<file path="src/rtl/cpu_mem_pkg.sv">
// Shared definitions for the CPU memory port arbiter: FSM states and default
// timing constants.
package cpu_mem_pkg;

    typedef enum logic [1:0] {
        IDLE    = 2'd0,
        SERVE_D = 2'd1,
        SERVE_I = 2'd2
    } arb_state_e;

    localparam int LAT_DEF        = 2;
    localparam int STARVE_MAX_DEF = 4;
    localparam int CNT_W          = 3;

    // Saturating increment of the starvation counter
    function automatic logic [CNT_W-1:0] sat_inc(input logic [CNT_W-1:0] v,
                                                  input logic [CNT_W-1:0] max);
        return (v >= max) ? max : v + 1'b1;
    endfunction

endpackage

</file>
<file path="src/rtl/wait_counter.sv">
// Memory latency counter: cleared while idle, counts while a transaction is in
// flight, and flags the last cycle of the access.
module wait_counter
    import cpu_mem_pkg::*;
#(
    parameter int LAT = LAT_DEF
) (
    input  logic clk,
    input  logic rst,
    input  logic clear,
    input  logic enable,
    output logic tc
);

    logic [CNT_W-1:0] cnt;

    always_ff @(posedge clk or posedge rst) begin
        if (rst)
            cnt <= '0;
        else if (clear)
            cnt <= '0;
        else if (enable)
            cnt <= cnt + 1'b1;
    end

    assign tc = (cnt == CNT_W'(LAT - 1));

endmodule

</file>
<file path="src/rtl/mem_port_arbiter.sv">
// Two-port (fetch/data) arbiter in front of a single-ported memory with fixed
// access latency; data has priority, bounded by a starvation counter.
module mem_port_arbiter
    import cpu_mem_pkg::*;
#(
    parameter int LAT        = LAT_DEF,
    parameter int STARVE_MAX = STARVE_MAX_DEF
) (
    input  logic        clk,
    input  logic        rst,
    input  logic        if_req,
    input  logic [31:0] if_addr,
    output logic        if_ack,
    output logic [31:0] if_rdata,
    input  logic        d_req,
    input  logic        d_we,
    input  logic [31:0] d_addr,
    input  logic [31:0] d_wdata,
    output logic        d_ack,
    output logic [31:0] d_rdata,
    output logic        if_stall,
    output logic        d_stall,
    output logic        ram_en,
    output logic        ram_we,
    output logic        addr_sel,
    output logic [31:0] ram_wdata,
    input  logic [31:0] ram_rdata
);

    localparam logic [CNT_W-1:0] SMAX = CNT_W'(STARVE_MAX);

    arb_state_e       state;
    logic [CNT_W-1:0] starve_cnt;
    logic             we_lat;
    logic             tc;
    logic             grant_d;

    wait_counter #(.LAT(LAT)) u_wait (
        .clk    (clk),
        .rst    (rst),
        .clear  (state == IDLE),
        .enable (state != IDLE),
        .tc     (tc)
    );

    // Data wins unless fetch has already waited through STARVE_MAX data grants
    assign grant_d = d_req && ((starve_cnt < SMAX) || !if_req);

    always_ff @(posedge clk or posedge rst) begin
        if (rst) begin
            state      <= IDLE;
            starve_cnt <= '0;
            we_lat     <= 1'b0;
            ram_en     <= 1'b0;
            ram_we     <= 1'b0;
            addr_sel   <= 1'b0;
            if_rdata   <= '0;
            d_rdata    <= '0;
        end else begin
            case (state)
                IDLE: begin
                    if (grant_d) begin
                        state      <= SERVE_D;
                        we_lat     <= d_we;
                        ram_en     <= 1'b1;
                        ram_we     <= d_we;
                        addr_sel   <= 1'b1;
                        starve_cnt <= if_req ? sat_inc(starve_cnt, SMAX) : '0;
                    end else if (if_req) begin
                        state      <= SERVE_I;
                        ram_en     <= 1'b1;
                        ram_we     <= 1'b0;
                        addr_sel   <= 1'b0;
                        starve_cnt <= '0;
                    end
                end
                SERVE_D: begin
                    if (tc) begin
                        state    <= IDLE;
                        ram_en   <= 1'b0;
                        ram_we   <= 1'b0;
                        addr_sel <= 1'b0;
                        if (!we_lat)
                            d_rdata <= ram_rdata;
                    end
                end
                SERVE_I: begin
                    if (tc) begin
                        state    <= IDLE;
                        ram_en   <= 1'b0;
                        addr_sel <= 1'b0;
                        if_rdata <= ram_rdata;
                    end
                end
                default: begin
                    state    <= IDLE;
                    ram_en   <= 1'b0;
                    ram_we   <= 1'b0;
                    addr_sel <= 1'b0;
                end
            endcase
        end
    end

    // Addresses are steered by the external mux via addr_sel
    assign if_ack    = (state == SERVE_I) && tc;
    assign d_ack     = (state == SERVE_D) && tc;
    assign if_stall  = if_req && !if_ack;
    assign d_stall   = d_req && !d_ack;
    assign ram_wdata = d_wdata;

endmodule

</file>
<file path="config.mk">
export PLATFORM = sky130hd
export DESIGN_NAME = mem_port_arbiter
export DESIGN_NICKNAME = d
export VERILOG_FILES = /design/src/rtl/cpu_mem_pkg.sv /design/src/rtl/wait_counter.sv /design/src/rtl/mem_port_arbiter.sv
export SDC_FILE = /design/constraint.sdc
export NUM_CORES = 1
export LEC_CHECK = 0
export ABC_AREA = 0
export BUFFER_PORTS_ARGS = -buffer_cell sky130_fd_sc_hd__buf_4
export CORE_AREA = 2 2 92 94
export DETAILED_ROUTE_END_ITERATION = 12
export DIE_AREA = 0 0 94 96
export PLACE_DENSITY = 0.83
export SLEW_MARGIN = 20
export SYNTH_ARGS = -nofsm -noshare
export SYNTH_HDL_FRONTEND = slang
export SYNTH_SLANG_ARGS = --single-unit
</file>
<file path="constraint.sdc">
create_clock -name clk -period 5.5 [get_ports clk]
set_clock_uncertainty 0.15 [all_clocks]
set_input_delay 0.55 -clock clk [delete_from_list [all_inputs] [get_ports clk]]
set_output_delay 0.55 -clock clk [all_outputs]
set_load 0.02 [all_outputs]
</file>
# Word level (Yosys, flattened, before mapping)
# Cells that the tools add are included.
[word_totals]
ff_bits = 76
input_bits = 133
word_cells = 60
[classes]
add_sub_neg = 2
n_lt_le_gt_ge = 2
n_eq_ne = 6
muxes = 19
bitwise = 2
reduce_logical = 20
[ops]
columns = ["cell", "count"]
rows = [
  ["$mux 3", 6],
  ["$reduce_and 2->1", 4],
  ["$add 3x1->3 const B", 2],
  ["$mux 1", 6],
  ["$mux 2", 3],
  ["$reduce_and 3->1", 2],
  ["$reduce_bool 2->1", 3],
  ["$logic_and 1x1->1", 5],
  ["$pmux 1 s2", 2],
  ["$pmux 2 s2", 1],
  ["$eq 3x1->1 const B", 1],
  ["$ge 3x3->1 const B", 1],
  ["$logic_not 1->1", 3],
  ["$lt 3x3->1 const B", 1],
  ["$ne 3x3->1 const B", 1],
  ["$pmux 1 s3", 1],
  ["$eq 2x1->1 const B", 1],
  ["$eq 2x2->1 const B", 1],
  ["$logic_not 2->1", 1],
  ["$ne 2x1->1 const B", 1],
  ["$ne 2x2->1 const B", 1],
  ["$not 1->1", 2],
  ["$reduce_or 2->1", 1],
  ["$logic_or 1x1->1", 1],
]

# Depth between registers and ports, before layout
[logic_depth]
depth_word = 5
ltp_mapped = 6
ltp_nobuf = 5

# Modules after synthesis
# A second synthesis with hierarchy kept.
[unflattened]
cells_unflattened = 234
hier_area_um2 = 3373.2
[by_module_without_submodules]
columns = ["mod", "n_inst", "cells_each", "area_each_um2", "seq_area_each_um2"]
rows = [
  ["mem_port_arbiter", 1, 219, 3213.1, 1801.7],
  ["wait_counter", 1, 15, 160.2, 75.1],
]

# Worst setup path before layout
# No wires, ideal clock.
[synth_path]
path_kind = "reg2out"
start = "reg u_wait.cnt[0]"
end = "out if_stall"
t_arrival_ns = 1.331
slack_ns = 3.469
stages_incl_launch_ff = 6
n_path_buf = 1
path_cell_list = "dfrtp_1 -> ha_1 -> and2b_2 -> nand2_2 -> buf_6 -> and2_1"
[synth_via]
elab_chain_cells = 4
[synth_lines]
columns = ["element", "line", "text"]
rows = [
  ["start: declaration", "wait_counter.sv:15", "logic [CNT_W-1:0] cnt;"],
  ["start signal: assignment", "wait_counter.sv:23", "cnt <= cnt + 1'b1;"],
  ["$eq 3x1->1", "wait_counter.sv:26", "assign tc = (cnt == CNT_W'(LAT - 1));"],
  ["$logic_and 1x1->1", "mem_port_arbiter.sv:106", "assign if_ack = (state == SERVE_I) && tc;"],
  ["$logic_not 1->1", "mem_port_arbiter.sv:108", "assign if_stall = if_req && !if_ack;"],
  ["$logic_and 1x1->1", "mem_port_arbiter.sv:108", ""],
  ["end: declaration", "mem_port_arbiter.sv:21", "output logic if_stall,"],
]
# No other way between the ends.

# Worst setup path after layout
# Ends and elaborated chain as after synthesis.

==> impl_metrics.yaml <==
placed_design:
  place_area_um2: 3890
  place.gp.congestion: 0.697
  dp.cells: 404
  dp.final_hpwl_mm: 4.26
  io_buffer_count: 107
  place_ws_ns: 2.91
floorplan:
  initial_core_util_pct: 40.6
  fp.dieArea_um2: 9020
  num_io_pins: 236
  fp.dieW_um: 94
  die_h_um: 96
  num_rows: 33
  core_area_um2: 8050
power:
  sw_frac_of_total_pct: 37.2
  ir_drop_mv: 0.242
  clkPwrFrac_pct: 13.5
  p_int_mw: 1.57
  power_frac_seq_pct: 38.7
  power_mw: 2.49
  switchingPower_mw: 0.927
  leakage_nw: 1.96
  pwr_density_cell_nw_per_um2: 617
  share_comb_of_total_power_pct: 47.8
worst_setup_path:
  cp-endpoint: "if_stall"
  cp.required_ns: 4.80
  worstReg2RegEnd: "d_rdata[20]"
  reg2reg_from: "state[1]"
  critPathMaxFanout: 34
  cp.arrival_ns: 2.22
  endpoint_kind: "output port"
  worstSetupStartpointType: "flip-flop"
  startpoint: "u_wait.cnt[0]"
  r2r_slack_ns: 3.18
  critical_path_class: "reg -> out"
  worst_r2r_path_depth: 5
global_routing:
  grt_pass1_wl_mm: 9.63
  grt_pass1_vias: 2123
  grt_max_degree: 76
  grt-ovfl-total: 0
  track_usage_pct: 13.7
  antenna_found_initial: 0
logic_synthesis:
  async_flop_share_pct: 100
  yosys_warnings: 0
  synth_largest_area_cell: "dfrtp_1"
  syn_avg_cell_area_um2: 14.2
  postSynthCellCount: 230
  synth_flop_cell: "dfrtp_1"
  syn_nets: 370
  synth_cell_types: 30
  yosys_register_bits: 75
  synthTopCellsByArea: "dfrtp_1 57%, mux2_2 22%, buf_4 7.4%"
  netlist_area_um2: 3270
  synth_edf_count: 0
  ys_seq_area_share_pct: 57.5
  yosysTopAreaCellShare_pct: 57.5
  synth.most_common_cell: "dfrtp_1"
  synth_common_cells: "75 x dfrtp_1, 63 x mux2_2, 32 x buf_4"
job:
  drv_cap: 0
clock_tree:
  cts_hold_buf: 0
  htreeDepth: 3
  clockBufferDepth: 2
  clock-root-buffer: "clkbuf_8"
  clock_sinks: 75
  cts_resized: 0
  cts_tree: "done"
  cts_buffers: 9
  worstSkewPairLatency_ns: 0.33
  post_cts_buffers: 0
  cts.clk_slew.worst_paths_ns: 0.07
final_layout:
  drive_gt1_share_pct: 60.1
  ff_latch_area_um2: 1880
  fin_nets: 450
  final_area_um2: 4040
  diodes: 0
  multi_input_area_um2: 1040
  fin_cells: 418
  final_util_pct: 50.2
  fill_cells: 735
  area_growth_pct: 23.8
timing:
  slew_headroom_pct: 34.9
  rsz0062_at_grt: "false"
  worstMarginPinSlew_ns: 0.974
  finalSetupViolCount: 0
  fin_ws_ns: 2.58
  hold_violations: 0
  fin_setup_tns_ns: 0
  layout_min_cycle_time_ns: 2.92
  fmax_ghz: 0.342
  drv_slew: 0
  finalCritPeriodShare_pct: 53.1
  holdWs_ns: 0.294
route:
  ant_nets: 0
  vias: 2002
  vias_per_cell: 4.79
  first_pass_iters: 4
  avgRoutedWirePerCell_um: 14.6
  drt_iter0_drc: 38
  routed_wl_mm: 6.10
  drc: 0
min_path:
  hold_path.class: "in -> reg"
  min_from: "ram_rdata[11]"
status:
  status: "finished, final reports clean"
==> metal layers <==
metal / track usage, % / up-vias / part of all wire [%]
li1: - / 913 / -
met3: 4.70 / 20 / 8.7
met5: 0 / - / 0
met2: 22.5 / 91 / 46
met1: 15.9 / 978 / 43
met4: 7.37 / 0 / 2.3
==> area by class of cell <==
cell class                 instances  share of cell area, %
tap                              105                   3.25
inverter                           9                  0.836
clock buffer                      10                   3.16
multi-input combinational        107                   25.8
sequential                        75                   46.4
timing repair buffer             108                   20.1
clock inverter                     4                  0.495
==> cell families (layout without fill, tap and decap cells) <==
group           Yosys count  in the layout  share of synthesized area (%)
flops                    75             75                           57.5
mux                      65             65                           22.4
buf+inv                  48            131                           10.7
simple gates             24             24                           4.33
compound gates           10             10                           2.18
fa+ha+maj                 7              7                           2.68
xor+xnor                  1              1                          0.268
==> placed cells by master (no fill, tap or decap), types with 3 or more instances in the layout <==
| master | Yosys | layout |
|---|---|---|
| clkinv_2 | 0 | 4 |
| inv_1 | 9 | 8 |
| nand3_1 | 3 | 3 |
| buf_4 | 32 | 108 |
| dfrtp_1 | 75 | 75 |
| nor2_1 | 5 | 5 |
| clkbuf_8 | 1 | 9 |
| ha_1 | 7 | 7 |
| nand2_1 | 4 | 4 |
| mux2_2 | 63 | 63 |
==> power groups by stage <==
stage                     combinational [mW]  sequential (mW)  clock (mW)
final                                   1.19            0.965       0.337
after global routing                    1.28             1.00       0.376
after CTS                               1.21            0.968       0.358
after detailed placement                1.21            0.978           0
after global placement                  1.18            0.960           0
after floorplan                        0.439             1.27           0
==> worst min-delay path by stage <==
stage               slack (ns)  cells after the start            end
finish                    0.29                      2    d_rdata[11]
global route              0.28                      2    d_rdata[10]
CTS                       0.27                      2    d_rdata[11]
detailed placement        0.31                      1  u_wait.cnt[0]
global placement          0.30                      1  u_wait.cnt[0]
floorplan                 0.28                      1  u_wait.cnt[0]
==> state kept, by name, indices dropped and copies added, names as in the netlist <==
signal,flops
we_lat,1
ram_we,1
addr_sel,1
starve_cnt,3
if_rdata,32
state,1
u_wait.cnt,3
ram_en,1
d_rdata,32
==> worst max-delay path, cell delays in order, from the launching register on <==
cell	delay, ns
dfrtp_1	0.41
ha_1	0.24
and2b_2	0.23
nand2_2	0.65
and2_1	0.23
buf_4	0.14
No activity file was read; power rests on OpenSTA's default activity.
